`config.mk`:
```
export PLATFORM = sky130hd
export DESIGN_NAME = image_write_sched
export DESIGN_NICKNAME = d
export VERILOG_FILES = /design/src/rtl/image_write_sched_pkg.sv /design/src/rtl/image_blank_timer.sv /design/src/rtl/image_write_sched.sv
export SDC_FILE = /design/constraint.sdc
export NUM_CORES = 1
export LEC_CHECK = 0
export ABC_AREA = 1
export CELL_PAD_IN_SITES_DETAIL_PLACEMENT = 1
export CELL_PAD_IN_SITES_GLOBAL_PLACEMENT = 1
export CORE_ASPECT_RATIO = 0.75
export CORE_UTILIZATION = 35
export CTS_BUF_LIST = sky130_fd_sc_hd__clkbuf_4 sky130_fd_sc_hd__clkbuf_8
export DETAILED_ROUTE_END_ITERATION = 10
export GPL_ROUTABILITY_DRIVEN = 0
export GPL_TIMING_DRIVEN = 0
export PLACE_DENSITY = 0.88
export SLEW_MARGIN = 40
export SYNTH_ARGS = -nofsm -noshare
export SYNTH_HDL_FRONTEND = slang
export SYNTH_HIERARCHICAL = 1
export SYNTH_SLANG_ARGS = --single-unit
```
`constraint.sdc`:
```
create_clock -name HCLK -period 5.85 [get_ports HCLK]
set_input_delay 0.8775 -clock HCLK [delete_from_list [all_inputs] [get_ports HCLK]]
set_output_delay 0.8775 -clock HCLK [all_outputs]
set_load 0.02 [all_outputs]
```
`src/rtl/image_write_sched_pkg.sv`:
```
// image_write_sched_pkg
// Shared definitions for the image write scheduler and its blanking timer:
// the FSM state encoding, the 48-bit pixel-pair type, the default image
// geometry, and a helper that sizes the blanking down-counter.
package image_write_sched_pkg;

    localparam int DEF_WIDTH  = 768;
    localparam int DEF_HEIGHT = 512;
    localparam int DEF_HBLANK = 160;
    localparam int PIX_W      = 48;

    // Pixel pair {R0,G0,B0,R1,G1,B1}, 8 bits per component, R0 in the MSBs.
    typedef logic [PIX_W-1:0] pix_pair_t;

    typedef enum logic [1:0] {
        ST_IDLE,
        ST_ACTIVE,
        ST_HBLANK,
        ST_DONE
    } state_t;

    // The blanking counter only has to hold HBLANK-1, so clog2(HBLANK) bits
    // are enough; keep at least one bit so the counter never collapses.
    function automatic int cnt_width(input int max_val);
        return (max_val > 1) ? $clog2(max_val) : 1;
    endfunction

endpackage

```
`src/rtl/image_blank_timer.sv`:
```
// image_blank_timer
// Down-counter that times the idle gap between image rows.
// Ports:
//   clk      - clock, rising edge
//   rst_n    - synchronous active-low reset
//   load     - load load_val into the counter (wins over count)
//   load_val - starting value, one less than the number of gap cycles
//   count    - decrement while non-zero
//   zero     - counter has reached zero (last gap cycle)
module image_blank_timer #(
    parameter int CNT_W = 8
) (
    input  logic             clk,
    input  logic             rst_n,
    input  logic             load,
    input  logic [CNT_W-1:0] load_val,
    input  logic             count,
    output logic             zero
);

    logic [CNT_W-1:0] cnt;

    // Load takes priority so a row end can restart the gap regardless of
    // where a previous gap left the counter; the count saturates at zero.
    always_ff @(posedge clk) begin
        if (!rst_n) begin
            cnt <= '0;
        end else if (load) begin
            cnt <= load_val;
        end else if (count && (cnt != '0)) begin
            cnt <= cnt - CNT_W'(1);
        end
    end

    assign zero = (cnt == '0);

endmodule

```
`src/rtl/image_write_sched.sv`:
```
// image_write_sched
// Schedules pixel-pair writes for one image frame: accepts pairs from a
// source, forwards them to the image writer one cycle later with an hsync
// strobe, tracks row/column and inserts HBLANK idle cycles between rows.
// Optional feature macro: UNDERRUN_CHK_EN (sticky source-starvation flag).
// Ports:
//   HCLK, HRESETn  - clock (rising edge) and synchronous active-low reset
//   start, abort   - frame start (IDLE only) and frame termination
//   src_valid/pix  - source pixel pair and its valid flag
//   src_ready      - pair is accepted this cycle
//   hsync, wr_pix  - write strobe and pixel pair to the image writer
//   col, row       - next pair index in the row, current row index
//   busy           - any state other than IDLE
//   frame_done     - one-cycle pulse together with the final hsync
//   underrun       - sticky starvation flag (tied low without the macro)
module image_write_sched
    import image_write_sched_pkg::*;
#(
    parameter int WIDTH  = DEF_WIDTH,
    parameter int HEIGHT = DEF_HEIGHT,
    parameter int HBLANK = DEF_HBLANK
) (
    input  logic                         HCLK,
    input  logic                         HRESETn,
    input  logic                         start,
    input  logic                         abort,
    input  logic                         src_valid,
    input  logic [PIX_W-1:0]             src_pix,
    output logic                         src_ready,
    output logic                         hsync,
    output logic [PIX_W-1:0]             wr_pix,
    output logic [$clog2(WIDTH/2)-1:0]   col,
    output logic [$clog2(HEIGHT)-1:0]    row,
    output logic                         busy,
    output logic                         frame_done,
    output logic                         underrun
);

    localparam int COL_W    = $clog2(WIDTH/2);
    localparam int ROW_W    = $clog2(HEIGHT);
    localparam int CNT_W    = cnt_width(HBLANK);
    localparam int LOAD_VAL = (HBLANK > 0) ? HBLANK - 1 : 0;

    localparam logic [COL_W-1:0] COL_LAST = COL_W'(WIDTH/2 - 1);
    localparam logic [ROW_W-1:0] ROW_LAST = ROW_W'(HEIGHT - 1);

    state_t state;
    state_t state_next;

    logic xfer;
    logic col_at_end;
    logic last_row;
    logic row_end;
    logic start_ok;
    logic abort_ok;
    logic timer_load;
    logic timer_zero;

    assign src_ready  = (state == ST_ACTIVE) && !abort;
    assign xfer       = src_valid && src_ready;
    assign col_at_end = (col == COL_LAST);
    assign last_row   = (row == ROW_LAST);
    assign row_end    = xfer && col_at_end;
    assign start_ok   = (state == ST_IDLE) && start;
    assign abort_ok   = (state != ST_IDLE) && abort;
    assign busy       = (state != ST_IDLE);
    assign frame_done = (state == ST_DONE);
    assign timer_load = row_end && !last_row;

    // The gap timer is reloaded on every non-final row end and only counts
    // while the FSM sits in HBLANK; its zero flag marks the last gap cycle.
    image_blank_timer #(
        .CNT_W(CNT_W)
    ) u_blank_timer (
        .clk     (HCLK),
        .rst_n   (HRESETn),
        .load    (timer_load),
        .load_val(CNT_W'(LOAD_VAL)),
        .count   (state == ST_HBLANK),
        .zero    (timer_zero)
    );

    // State register.
    always_ff @(posedge HCLK) begin
        if (!HRESETn) begin
            state <= ST_IDLE;
        end else begin
            state <= state_next;
        end
    end

    // Next-state logic. A row end with HBLANK==0 stays in ACTIVE so rows
    // run back to back; abort from any busy state overrides everything.
    always_comb begin
        state_next = state;
        case (state)
            ST_IDLE: begin
                if (start) begin
                    state_next = ST_ACTIVE;
                end
            end
            ST_ACTIVE: begin
                if (row_end) begin
                    if (last_row) begin
                        state_next = ST_DONE;
                    end else if (HBLANK == 0) begin
                        state_next = ST_ACTIVE;
                    end else begin
                        state_next = ST_HBLANK;
                    end
                end
            end
            ST_HBLANK: begin
                if (timer_zero) begin
                    state_next = ST_ACTIVE;
                end
            end
            ST_DONE: begin
                state_next = ST_IDLE;
            end
            default: begin
                state_next = ST_IDLE;
            end
        endcase
        if (abort_ok) begin
            state_next = ST_IDLE;
        end
    end

    // Write path: an accepted pair appears on wr_pix with hsync exactly one
    // cycle later; without a transfer wr_pix simply holds. Abort does not
    // touch this path, so an hsync already owed is still delivered.
    always_ff @(posedge HCLK) begin
        if (!HRESETn) begin
            hsync  <= 1'b0;
            wr_pix <= '0;
        end else begin
            hsync <= xfer;
            if (xfer) begin
                wr_pix <= src_pix;
            end
        end
    end

    // Position counters. The final row's index is left in place at frame end;
    // the next accepted start clears it along with the column.
    always_ff @(posedge HCLK) begin
        if (!HRESETn) begin
            row <= '0;
            col <= '0;
        end else if (start_ok || abort_ok) begin
            row <= '0;
            col <= '0;
        end else if (xfer) begin
            if (col_at_end) begin
                col <= '0;
                if (!last_row) begin
                    row <= row + ROW_W'(1);
                end
            end else begin
                col <= col + COL_W'(1);
            end
        end
    end

`ifdef UNDERRUN_CHK_EN
    // Sticky starvation flag: any ACTIVE cycle without a valid source pair
    // sets it, and only reset or a newly accepted start clears it.
    always_ff @(posedge HCLK) begin
        if (!HRESETn) begin
            underrun <= 1'b0;
        end else if (start_ok) begin
            underrun <= 1'b0;
        end else if ((state == ST_ACTIVE) && !src_valid) begin
            underrun <= 1'b1;
        end
    end
`else
    assign underrun = 1'b0;
`endif

endmodule

```
==> flow_summary.ini <==
[clock_network]
ctsHoldBuffers = 0
clock-root-buffer = clkbuf_8
cts_tree = built
cts.clk_slew.worst_paths_ps = 90
cts_setup_buffers = 0
cts_max_path_buffers = 2
cts.sink_count = 77
cts_max_level = 3
worstSkewPairLatency_ps = 360
cts-resized-gates = 0
cts_buffers = 9

[final_layout]
final_util = 0.528
layout-drive-gt1-share = 0.0859
antenna-diode-count = 0
stdcell_area_um2 = 5120
areaGrowthSynthToFinish_pct = 46.1
fin_cells = 772
final_net_count = 693

[sta]
min_period_ps = 3050
setup_slack_ps = 2800
maxSlewViolCount = 0
rsz0062_at_grt = no
setup_tns_ps = 0
skew_ps = 12.0
fmax_ghz = 0.328
hold_slack_ps = 508
hold_viol = 0
setup_violations = 0
fin_crit_sh = 0.521

[worst_setup_path]
reg2reg_to = u_blank_timer/cnt[7]
worst_r2r_path_depth = 15
crit_fanout = 3
r2r_slack_ps = 3230
cp.arrival_ps = 2170
critPathCapture = src_ready
crit_path_end_kind = output pin
worstPathRequired_ps = 4970
critPathLaunch = abort
cp-start-kind = input port
r2r_start = row[0]
path_class = input port to output pin

[global_routing]
grt_pass1_vias = 3830
overflow = 0
grt.total_usage = 0.226
grt_max_degree = 15
antenna_found_initial = 0
grt_pass1_wl_um = 18400

[floorplanning]
fp.dieW_um = 118
core_um2 = 9700
die_y_um = 88.6
ios = 124
die-area_um2 = 10400
rows = 31
start_util = 0.361

[synthesis]
yosys_most_used_dff = dfxtp_1
synth_area_um2 = 3500
synth_cell_type_count = 31
synth_seq_area_share = 0.440
synth_top_cell_by_area = dfxtp_1
yosysMostFrequentCell = nor2_1
yosys-top-cells-count = nor2_1, nand2_1, dfxtp_1
ys_seq_elements = 77
syn-mean-instance-area_um2 = 7.07
async_reset_ff_frac = 0
postSynthCellCount = 495
yosys_warnings = 6
ys_top_cells_by_area = dfxtp_1, nor2_1, o21ai_0, nand2_1, inv_1
synth_edf_count = 0
synth.top_cell.area_share = 0.440

[route]
wl_um = 11500
route.detailed.drc = 0
avgViaCountPerCell = 4.80
drt_iter0_drc = 115
vias = 3702
firstDrtPassIters = 4
wire_per_inst_um = 14.9
drt.antenna.violating_nets = 0

[power_and_ir_drop]
p_leak_nw = 2.17
p_per_area_nw_per_um2 = 222
power.total_mw = 1.13
ir_drop_v = 0.000172

[place]
portBuffers = 122
place_ws_ps = 2530
place_inst = 756
dp_hpwl_um = 8760
place_area_um2 = 4910

[run]
cap_violations = 0

[status]
status = complete, no violations

[worst_hold_path]
hold_class = flip-flop to flip-flop
min_from = wr_pix[39]
[critical path: stages]
cell,delay (ps)
clkdlybuf4s50_1,420
inv_2,100
nand3_2,110
inv_1,70
clkdlybuf4s50_1,600
[cells by family after synthesis]
| kind of cell | share of synthesized area |
|---|---|
| simple gates | 0.319 |
| compound gates | 0.123 |
| flops | 0.440 |
| buf+inv | 0.0800 |
| xor+xnor | 0.0175 |
| fa+ha+maj | 0.0179 |
| other cells | 0.00214 |
[cell type report]
class,count,area [um2]
clock buffers,10,131
repair buffers,122,1220
fillers,1260,4580
clock inverters,6,71.3
flip-flops and latches,77,1540
inverters,44,166
multi-input cells,361,1710
plain buffers,20,114
well taps,132,165
[state kept, by name, summed over array words and instances, names as in the netlist]
name,count
col,9
hsync,1
row,9
state,2
wr_pix,48
u_blank_timer/cnt,8
[how the worst min path moves through the flow]
stage	endpoint	slack [ps]	cells after the start
2_1_floorplan	u_blank_timer/cnt[0]	470	2
3_3_place_gp	wr_pix[40]	470	2
3_5_place_dp	wr_pix[39]	490	2
4_1_cts	wr_pix[39]	510	2
5_1_grt	u_blank_timer/cnt[0]	540	2
6_report	wr_pix[39]	510	2
[where the power goes]
group | switching (mW) | internal, mW
clock | 0.211 | 0.205
sequential | 0.0105 | 0.543
combinational | 0.0848 | 0.0799
[layer usage]
metal | up-vias | global-route usage | share of wire
li1 | 1834 | - | -
met1 | 1759 | 0.246 | 0.43
met2 | 93 | 0.398 | 0.47
met3 | 16 | 0.0999 | 0.083
met4 | 0 | 0.0769 | 0.015
met5 | - | 0 | 0
[cell usage in the layout (no fill, tap or decap), types with 7 or more instances in the layout]
cell type and instances:
clkbuf_8 9, conb_1 9, nand2_1 78, clkdlybuf4s50_1 122
nor2_1 128, inv_2 7, dfxtp_1 77, o21ai_1 8
a21oi_1 17, nand3_1 25, o21ai_0 59, inv_1 36
buf_2 10
Note: power is estimated with default switching activity, not from simulation.
